### src/rtl/game_state_controller.sv
`default_nettype none
// ============================================================================
// Module   : game_state_controller
// Purpose  : Round sequencer for the VGA game. Handles idle, play,
//            post-hit invulnerability, pause and game over. Owns the lives
//            counter and a saturating 4-digit BCD score. Gates object
//            motion (run_en) and requests object repositioning (obj_reset).
// Revision : 1.0 - initial release
// ============================================================================
module game_state_controller #(
  parameter int INIT_LIVES   = 3,   // 1..7
  parameter int INVULN_TICKS = 64   // 1..255
) (
  input  logic        clk,
  input  logic        rst,          // asynchronous, active-low
  input  logic        tick,
  input  logic        start,
  input  logic        hit,
  output logic [2:0]  state,
  output logic [2:0]  lives,
  output logic [15:0] score_bcd,
  output logic        run_en,
  output logic        invuln,
  output logic        obj_reset,
  output logic        game_over
);

  localparam logic [2:0] c_INIT_LIVES   = 3'(INIT_LIVES);
  localparam logic [7:0] c_INVULN_TICKS = 8'(INVULN_TICKS);

  typedef enum logic [2:0] {
    ST_IDLE  = 3'd0,
    ST_PLAY  = 3'd1,
    ST_HIT   = 3'd2,
    ST_PAUSE = 3'd3,
    ST_OVER  = 3'd4
  } state_t;

  // Registered state
  state_t      state_q,     state_d;
  logic [2:0]  lives_q,     lives_d;
  logic [15:0] score_q,     score_d;
  logic [7:0]  cnt_q,       cnt_d;       // remaining invulnerability ticks
  logic        ret_hit_q,   ret_hit_d;   // pause returns to HIT (else PLAY)
  logic        obj_reset_q, obj_reset_d;
  logic        run_en_q,    invuln_q,    game_over_q;

  // Start button synchroniser and rising-edge detector
  logic s1_q, s2_q, s3_q;
  logic w_start_pulse;

  assign w_start_pulse = s2_q & ~s3_q;

  // BCD increment with per-digit carry; 9999 saturates instead of wrapping.
  function automatic logic [15:0] bcd_inc(input logic [15:0] v);
    logic [15:0] r;
    logic        c;
    r = v;
    c = 1'b1;
    for (int i = 0; i < 4; i++) begin
      if (c) begin
        if (r[i*4 +: 4] == 4'd9) begin
          r[i*4 +: 4] = 4'd0;
        end else begin
          r[i*4 +: 4] = r[i*4 +: 4] + 4'd1;
          c = 1'b0;
        end
      end
    end
    bcd_inc = (v == 16'h9999) ? v : r;
  endfunction

  // Three-flop chain: two stages of metastability filtering plus edge history.
  always_ff @(posedge clk or negedge rst) begin
    if (!rst) begin
      s1_q <= 1'b0;
      s2_q <= 1'b0;
      s3_q <= 1'b0;
    end else begin
      s1_q <= start;
      s2_q <= s1_q;
      s3_q <= s2_q;
    end
  end

  // Next-state, lives, score and invulnerability counter decisions.
  always_comb begin
    state_d     = state_q;
    lives_d     = lives_q;
    score_d     = score_q;
    cnt_d       = cnt_q;
    ret_hit_d   = ret_hit_q;
    obj_reset_d = 1'b0;

    case (state_q)
      ST_IDLE: begin
        lives_d = c_INIT_LIVES;
        score_d = 16'h0000;
        if (w_start_pulse) begin
          state_d     = ST_PLAY;
          obj_reset_d = 1'b1;
        end
      end

      ST_PLAY: begin
        if (tick) begin
          score_d = bcd_inc(score_q);
        end
        // A hit takes priority over a simultaneous pause request.
        if (hit) begin
          if (lives_q > 3'd1) begin
            lives_d     = lives_q - 3'd1;
            cnt_d       = c_INVULN_TICKS;
            obj_reset_d = 1'b1;
            state_d     = ST_HIT;
          end else begin
            lives_d = 3'd0;
            state_d = ST_OVER;
          end
        end else if (w_start_pulse) begin
          ret_hit_d = 1'b0;
          state_d   = ST_PAUSE;
        end
      end

      ST_HIT: begin
        // Hits are ignored while invulnerable.
        if (tick) begin
          score_d = bcd_inc(score_q);
          if (cnt_q == 8'd1) begin
            cnt_d   = 8'd0;
            state_d = ST_PLAY;
          end else begin
            cnt_d = cnt_q - 8'd1;
          end
        end
        // The tick above still counts; if it expired the window, resume into PLAY.
        if (w_start_pulse) begin
          ret_hit_d = !(tick && (cnt_q == 8'd1));
          state_d   = ST_PAUSE;
        end
      end

      ST_PAUSE: begin
        if (w_start_pulse) begin
          state_d = ret_hit_q ? ST_HIT : ST_PLAY;
        end
      end

      ST_OVER: begin
        lives_d = 3'd0;
        if (w_start_pulse) begin
          state_d = ST_IDLE;
          lives_d = c_INIT_LIVES;
          score_d = 16'h0000;
        end
      end

      default: begin
        state_d   = ST_IDLE;
        lives_d   = c_INIT_LIVES;
        score_d   = 16'h0000;
        cnt_d     = 8'd0;
        ret_hit_d = 1'b0;
      end
    endcase
  end

  // State register; flags are decoded from the next state so they line up
  // with the state they describe.
  always_ff @(posedge clk or negedge rst) begin
    if (!rst) begin
      state_q     <= ST_IDLE;
      lives_q     <= c_INIT_LIVES;
      score_q     <= 16'h0000;
      cnt_q       <= 8'd0;
      ret_hit_q   <= 1'b0;
      obj_reset_q <= 1'b0;
      run_en_q    <= 1'b0;
      invuln_q    <= 1'b0;
      game_over_q <= 1'b0;
    end else begin
      state_q     <= state_d;
      lives_q     <= lives_d;
      score_q     <= score_d;
      cnt_q       <= cnt_d;
      ret_hit_q   <= ret_hit_d;
      obj_reset_q <= obj_reset_d;
      run_en_q    <= (state_d == ST_PLAY) || (state_d == ST_HIT);
      invuln_q    <= (state_d == ST_HIT) || ((state_d == ST_PAUSE) && ret_hit_d);
      game_over_q <= (state_d == ST_OVER);
    end
  end

  assign state     = state_q;
  assign lives     = lives_q;
  assign score_bcd = score_q;
  assign run_en    = run_en_q;
  assign invuln    = invuln_q;
  assign obj_reset = obj_reset_q;
  assign game_over = game_over_q;

endmodule
`default_nettype wire
### config.mk
export PLATFORM = sky130hd
export DESIGN_NAME = game_state_controller
export DESIGN_NICKNAME = d
export VERILOG_FILES = /design/src/rtl/game_state_controller.sv
export SDC_FILE = /design/constraint.sdc
export NUM_CORES = 1
export LEC_CHECK = 0
export BUFFER_PORTS_ARGS = -buffer_cell sky130_fd_sc_hd__buf_4
export CAP_MARGIN = 20
export CORE_MARGIN = 2
export CORE_UTILIZATION = 62
export CTS_CLUSTER_DIAMETER = 60
export CTS_CLUSTER_SIZE = 25
export DETAILED_ROUTE_END_ITERATION = 10
export PLACE_DENSITY = 0.87
export SETUP_SLACK_MARGIN = 0.5
export SLEW_MARGIN = 20
export SYNTH_ARGS = -nofsm -noshare
export SYNTH_HDL_FRONTEND = slang
export SYNTH_SLANG_ARGS = --single-unit
### constraint.sdc
create_clock -name clk -period 4.65 [get_ports clk]
set_input_delay 0.93 -clock clk [delete_from_list [all_inputs] [get_ports clk]]
set_output_delay 0.93 -clock clk [all_outputs]
set_load 0.01 [all_outputs]
======== After elaboration in Yosys (flattened, before gate mapping) ========
Index checks and enable logic that the tools add are counted.
word-level totals
  register bits ........................... 38
  latch bits .............................. 0
  memory bits (writable) .................. 0
  bits in read-only memories .............. 0
  input bits .............................. 5
  logic and storage cells ................. 130
  memories ................................ 0
cells by class
  add/sub/neg operators ................... 6
  multiply operators ...................... 0
  divide/modulo/power cells ............... 0
  magnitude comparators ................... 1
  equal/unequal tests ..................... 27
  shift-type cells ........................ 0
  muxes and demuxes ....................... 62
  bitwise operators ....................... 5
  reduce and logical (&&, ||, !) cells .... 14
operators by type and width
  kind                                                                             count
  16-bit 2-to-1 mux                                                                5
  16-bit one-hot mux with 4 select lines                                           1
  4-bit 2-to-1 mux                                                                 10
  3-bit 2-to-1 mux                                                                 11
  8-bit 2-to-1 mux                                                                 4
  2-bit inequality test, second input constant                                     13
  1-bit 2-to-1 mux                                                                 24
  8-bit one-hot mux with 3 select lines                                            1
  8-bit AND reduction                                                              3
  4-bit by 1-bit adder with 4-bit output, second input constant                    4
  16-bit == test, second input constant                                            1
  4-bit == test, second input constant                                             4
  3-bit one-hot mux with 5 select lines                                            1
  3-bit by 2-bit == test with 1-bit output, second input constant                  4
  3-bit one-hot mux with 3 select lines                                            1
  8-bit by 1-bit == test with 1-bit output, second input constant                  1
  8-bit by 1-bit subtractor with 8-bit output, second input constant               1
  3-bit by 1-bit == test with 1-bit output, second input constant                  2
  3-bit == test, second input constant                                             2
  6-bit AND reduction                                                              1
  2-bit 2-to-1 mux                                                                 2
  1-bit NOT                                                                        4
  4-bit AND reduction                                                              1
  3-bit by 1-bit greater-than comparator with 1-bit output, second input constant  1
  11 further kinds                                                                 13

======== Logic depth before layout (Yosys ltp) ========
  depth in word-level cells ............... 14
  depth in mapped cells ................... 8

======== Worst setup path after synthesis ========
OpenSTA, ideal clock, no wires.
  kind .................................... input -> register
  from .................................... input port tick
  to ...................................... register score_q[5], in the netlist score_bcd[5]
  arrival ................................. 2.356 ns
  data required time ...................... 4.522 ns
  slack ................................... 2.166 ns
  stages on the path ...................... 8
  buffers on the path ..................... 3
  path through ............................ buf_2 nor3b_1 a21o_1 or2_0 buf_2 clkbuf_1 nor3_2 mux2_1
between the ends
  cells in the longest elaborated chain, start to end .. 2
  elaborated cells on any way between the ends .. 3
  those cells by class .................... eq/ne (2); reduce/logical (1)
RTL lines
  what                                      RTL line  source
  start: declaration                        16        input logic tick,
  2-bit inequality test (no source line)    n/a
  8-bit AND reduction (no source line) (*)  n/a
  end signal: assignment                    185       score_q <= score_d;
  end: declaration                          42        logic [15:0] score_q, score_d;
Mark *: on every way between the ends. The rest lies on a longest branch, timed or not.
A chain may end at the register's enable or synchronous reset.

======== Worst setup path after layout ========
  from .................................... register score_q[1], in the netlist score_bcd[1]
  to ...................................... register score_q[15], in the netlist score_bcd[15]
between the ends
  cells in the longest elaborated chain, start to end .. 12
  elaborated cells on any way between the ends .. 23
  those cells by class .................... eq/ne (6); mux (16); reduce/logical (1)
RTL lines
  what                                        RTL line  source
  4-bit == test                               62        if (r[i*4 +: 4] == 4'd9) begin
  1-bit 2-to-1 mux                            62
  1-bit 2-to-1 mux                            106       if (tick) begin
  1-bit 2-to-1 mux                            95        case (state_q)
  1-bit 2-to-1 mux                            61        if (c) begin
  1-bit 2-to-1 mux, on equally long branches  128, 106
  1-bit 2-to-1 mux                            95
  1-bit 2-to-1 mux                            61
  1-bit 2-to-1 mux, on equally long branches  128, 106
  1-bit 2-to-1 mux                            95
  2-bit inequality test (no source line)      n/a
  8-bit AND reduction (no source line) (*)    n/a
Mark *: on every way between the ends. The rest lies on a longest branch, timed or not. The select of a mux whose other input is x is not followed.

==> reports/qor.csv <==
metric,value,unit
clk_latency,0.35,ns
critical_path.top_delay_family,simple AND/OR/NAND/NOR gates,
hold_buf_count_cts,0,
timing_worst_slew_pin_value,0.829,ns
critPathBufInv,1,
crit_type,reg2reg,
comb_power_share,54.2,%
timing.final.setup_violations,0,
final.period_utilization,57.5,%
rsz_0062_raised_after_global_routing,no,
grt_use_total,25.3,%
final_period_demand_of_the_worst_path,2.67,ns
yosys_register_bits,38,
p_clk_share,9.7,%
final-max-slew-violation-count,0,
timing.critical_path.from_type,register,
worst_slew_margin_rel,44.5,%
fin_worst_skew,0.0110,ns
htreeDepth,2,
diodes,0,
syn_warnings,0,
fmax,0.374,GHz
grt_pass1_wl,8180,um
post-synth-top-area-cell,sky130_fd_sc_hd__dfrtp_1,
firstDrtPassIters,4,
fp.dieH,64.5,um
power_switching_share,46.9,%
grt_pass1_vias,1802,
path_common_cell,sky130_fd_sc_hd__nor3_1,
via_count,1953,
hold_class,reg2reg,
worst_ep_arrival_time,2.91,ns
cp_data_required_time,4.89,ns
final.hold.worst_slack,0.372,ns
drv_cap,0,
pin_count_of_the_biggest_net_entering_global_routing,39,
multi_input_area,1220,sq um
clk_path_buf_depth,2,
power_density,643,nW/um^2
p_leak,0.00112,uW
antenna_found_initial,0,
cts-resized-gates,0,
fillers,259,
synth.top_cells.by_area,"sky130_fd_sc_hd__dfrtp_1, sky130_fd_sc_hd__ha_1, sky130_fd_sc_hd__o21ai_0",
overall_routed_net_length,4750,um
initial_core_utilization,66.5,%
total_power,1640,uW
synth_sequential_area_ratio,42.0,%
cpMaxStageDelayCell,sky130_fd_sc_hd__nor4b_4,
synth_common_cells,"sky130_fd_sc_hd__dfrtp_1, sky130_fd_sc_hd__o21ai_0, sky130_fd_sc_hd__nor2_1",
syn-num-nets,261,
avgRoutedWirePerCell,15.0,um
yosysUniqueCellTypes,52,
timing_hold_violations_final,0,
postLayoutSetupSlackWorst,1.98,ns
cts.repair_timing.setup_buffer_count,0,
cts_buffers,5,
drive_above_1_share,17.7,%
max_stage_delay,0.77,ns
cts_tree,done,
rows,21,
post_drt_via_cell_ratio,6.16,
synthArstFlopShare,100,%
detailedRoute.firstIterationViolations,221,
yosysTopAreaCellShare,39.6,%
setup.worst_path.end_class,register,
globalRoute.totalOverflow,0,
internal_power,871,uW
ir_worst_vdd,385,uV
power.share.sequential,36.1,%
synth_flop_cell,sky130_fd_sc_hd__dfrtp_1,
coreArea,3420,sq um
critical_path.max_fanout,18,
synth_enable_flop_cells,0,
placement.io_buffers,30,
clock-root-buffer,sky130_fd_sc_hd__clkbuf_4,
drc_errors,0,
dieWidth,64.5,um
syn-cell-area,2270,sq um
clk_pin_slew,0.11,ns
preCtsSetupSlack,1.88,ns
clkSinkCount,38,
routabilityCongestion,0.893,
die_area,4160,sq um
design.portCount,31,
synth_most_common_cell,sky130_fd_sc_hd__dfrtp_1,
postRouteAntennaNets,0,
p_switching,769,uW
postSynthCellCount,244,
avgSynthCellArea,9.31,sq um
register_area,953,sq um
fin_tns_setup,0,ns
finish.net_count,288,
area_overhead_vs_synth,12.2,%
detailedPlacementHpwl,3420,um
path_cells,inv_1 -> ha_1 -> nand3b_1 -> nor3_1 -> nor4b_4 -> nor3_1 -> a221o_1,
run_status,"finished, final reports clean",
## cell families (layout without fill, tap and decap cells)
kind of cell	count (synthesis)	in the layout	share of synthesized area, %
flops	38	38	42.0
fa+ha+maj	12	12	6.61
xor+xnor	1	1	0.386
compound gates	72	72	20.8
mux	5	5	2.37
buf+inv	22	49	4.18
simple gates	94	94	23.7
## layer usage
| metal | GRT usage, % | part of all wire, % | vias to the layer above |
|---|---|---|---|
| li1 | - | - | 957 |
| met1 | 34.5 | 46 | 914 |
| met2 | 39.7 | 48 | 74 |
| met3 | 4.34 | 4.7 | 8 |
| met4 | 11.2 | 1.6 | 0 |
| met5 | 0 | 0 | - |
## final timing paths
kind	cells after the start	slack (ns)	from	endpoint
worst max-delay path	7	1.98	score_bcd[1]	score_bcd[15]
worst min register to register	0	0.37	s1_q	s2_q
worst max register to register	7	1.98	score_bcd[1]	score_bcd[15]
max in group asynchronous	1	3.78	rst	lives[0]
min in group asynchronous	1	0.53	rst	score_bcd[11]
worst min-delay path	0	0.37	s1_q	s2_q
## state kept, by name (all words and copies together), names as in the netlist, 3 cells and up
register,count
cnt_q,8
score_bcd,16
lives,3
state,3
## layout by cell type (no fill, tap or decap), types with 5 or more instances in the layout
| cell type | n |
|---|---|
| sky130_fd_sc_hd__clkbuf_4 | 5 |
| sky130_fd_sc_hd__ha_1 | 12 |
| sky130_fd_sc_hd__o21ai_0 | 25 |
| sky130_fd_sc_hd__dfrtp_1 | 36 |
| sky130_fd_sc_hd__nand3b_1 | 6 |
| sky130_fd_sc_hd__buf_4 | 30 |
| sky130_fd_sc_hd__nand3_1 | 8 |
| sky130_fd_sc_hd__nor2b_1 | 5 |
| sky130_fd_sc_hd__nand2b_1 | 5 |
| sky130_fd_sc_hd__o41ai_1 | 5 |
| sky130_fd_sc_hd__inv_1 | 12 |
| sky130_fd_sc_hd__nor2_1 | 22 |
| sky130_fd_sc_hd__nand2_1 | 12 |
| sky130_fd_sc_hd__or4_1 | 5 |
| sky130_fd_sc_hd__a21oi_1 | 7 |
| sky130_fd_sc_hd__o31ai_1 | 7 |
| sky130_fd_sc_hd__nor3_1 | 8 |
## power groups by stage
stage | Combinational, uW | Sequential [uW] | Clock (uW)
2_1_floorplan | 649 | 568 | 0
3_3_place_gp | 856 | 589 | 0
3_5_place_dp | 879 | 593 | 0
4_1_cts | 882 | 588 | 162
5_1_grt | 992 | 612 | 181
6_report | 890 | 592 | 159
## stage by stage
stage | utilization [%] | instance area [sq um] | cells
3_3_place_gp | 73.3 | 2500 | 310
3_5_place_dp | 73.3 | 2500 | 310
2_1_floorplan | - | 2270 | 244
6_report | 74.7 | 2550 | 317
4_1_cts | 74.7 | 2550 | 317
5_1_grt | 74.7 | 2550 | 317
## final cells by class
type / instances / area share [%]
multi-input combinational: 184 / 48.0
sequential: 38 / 37.4
timing repair buffer: 30 / 8.83
tap: 46 / 2.26
clock buffer: 7 / 1.77
inverter: 12 / 1.77
Power figures use the tool's default switching activity.
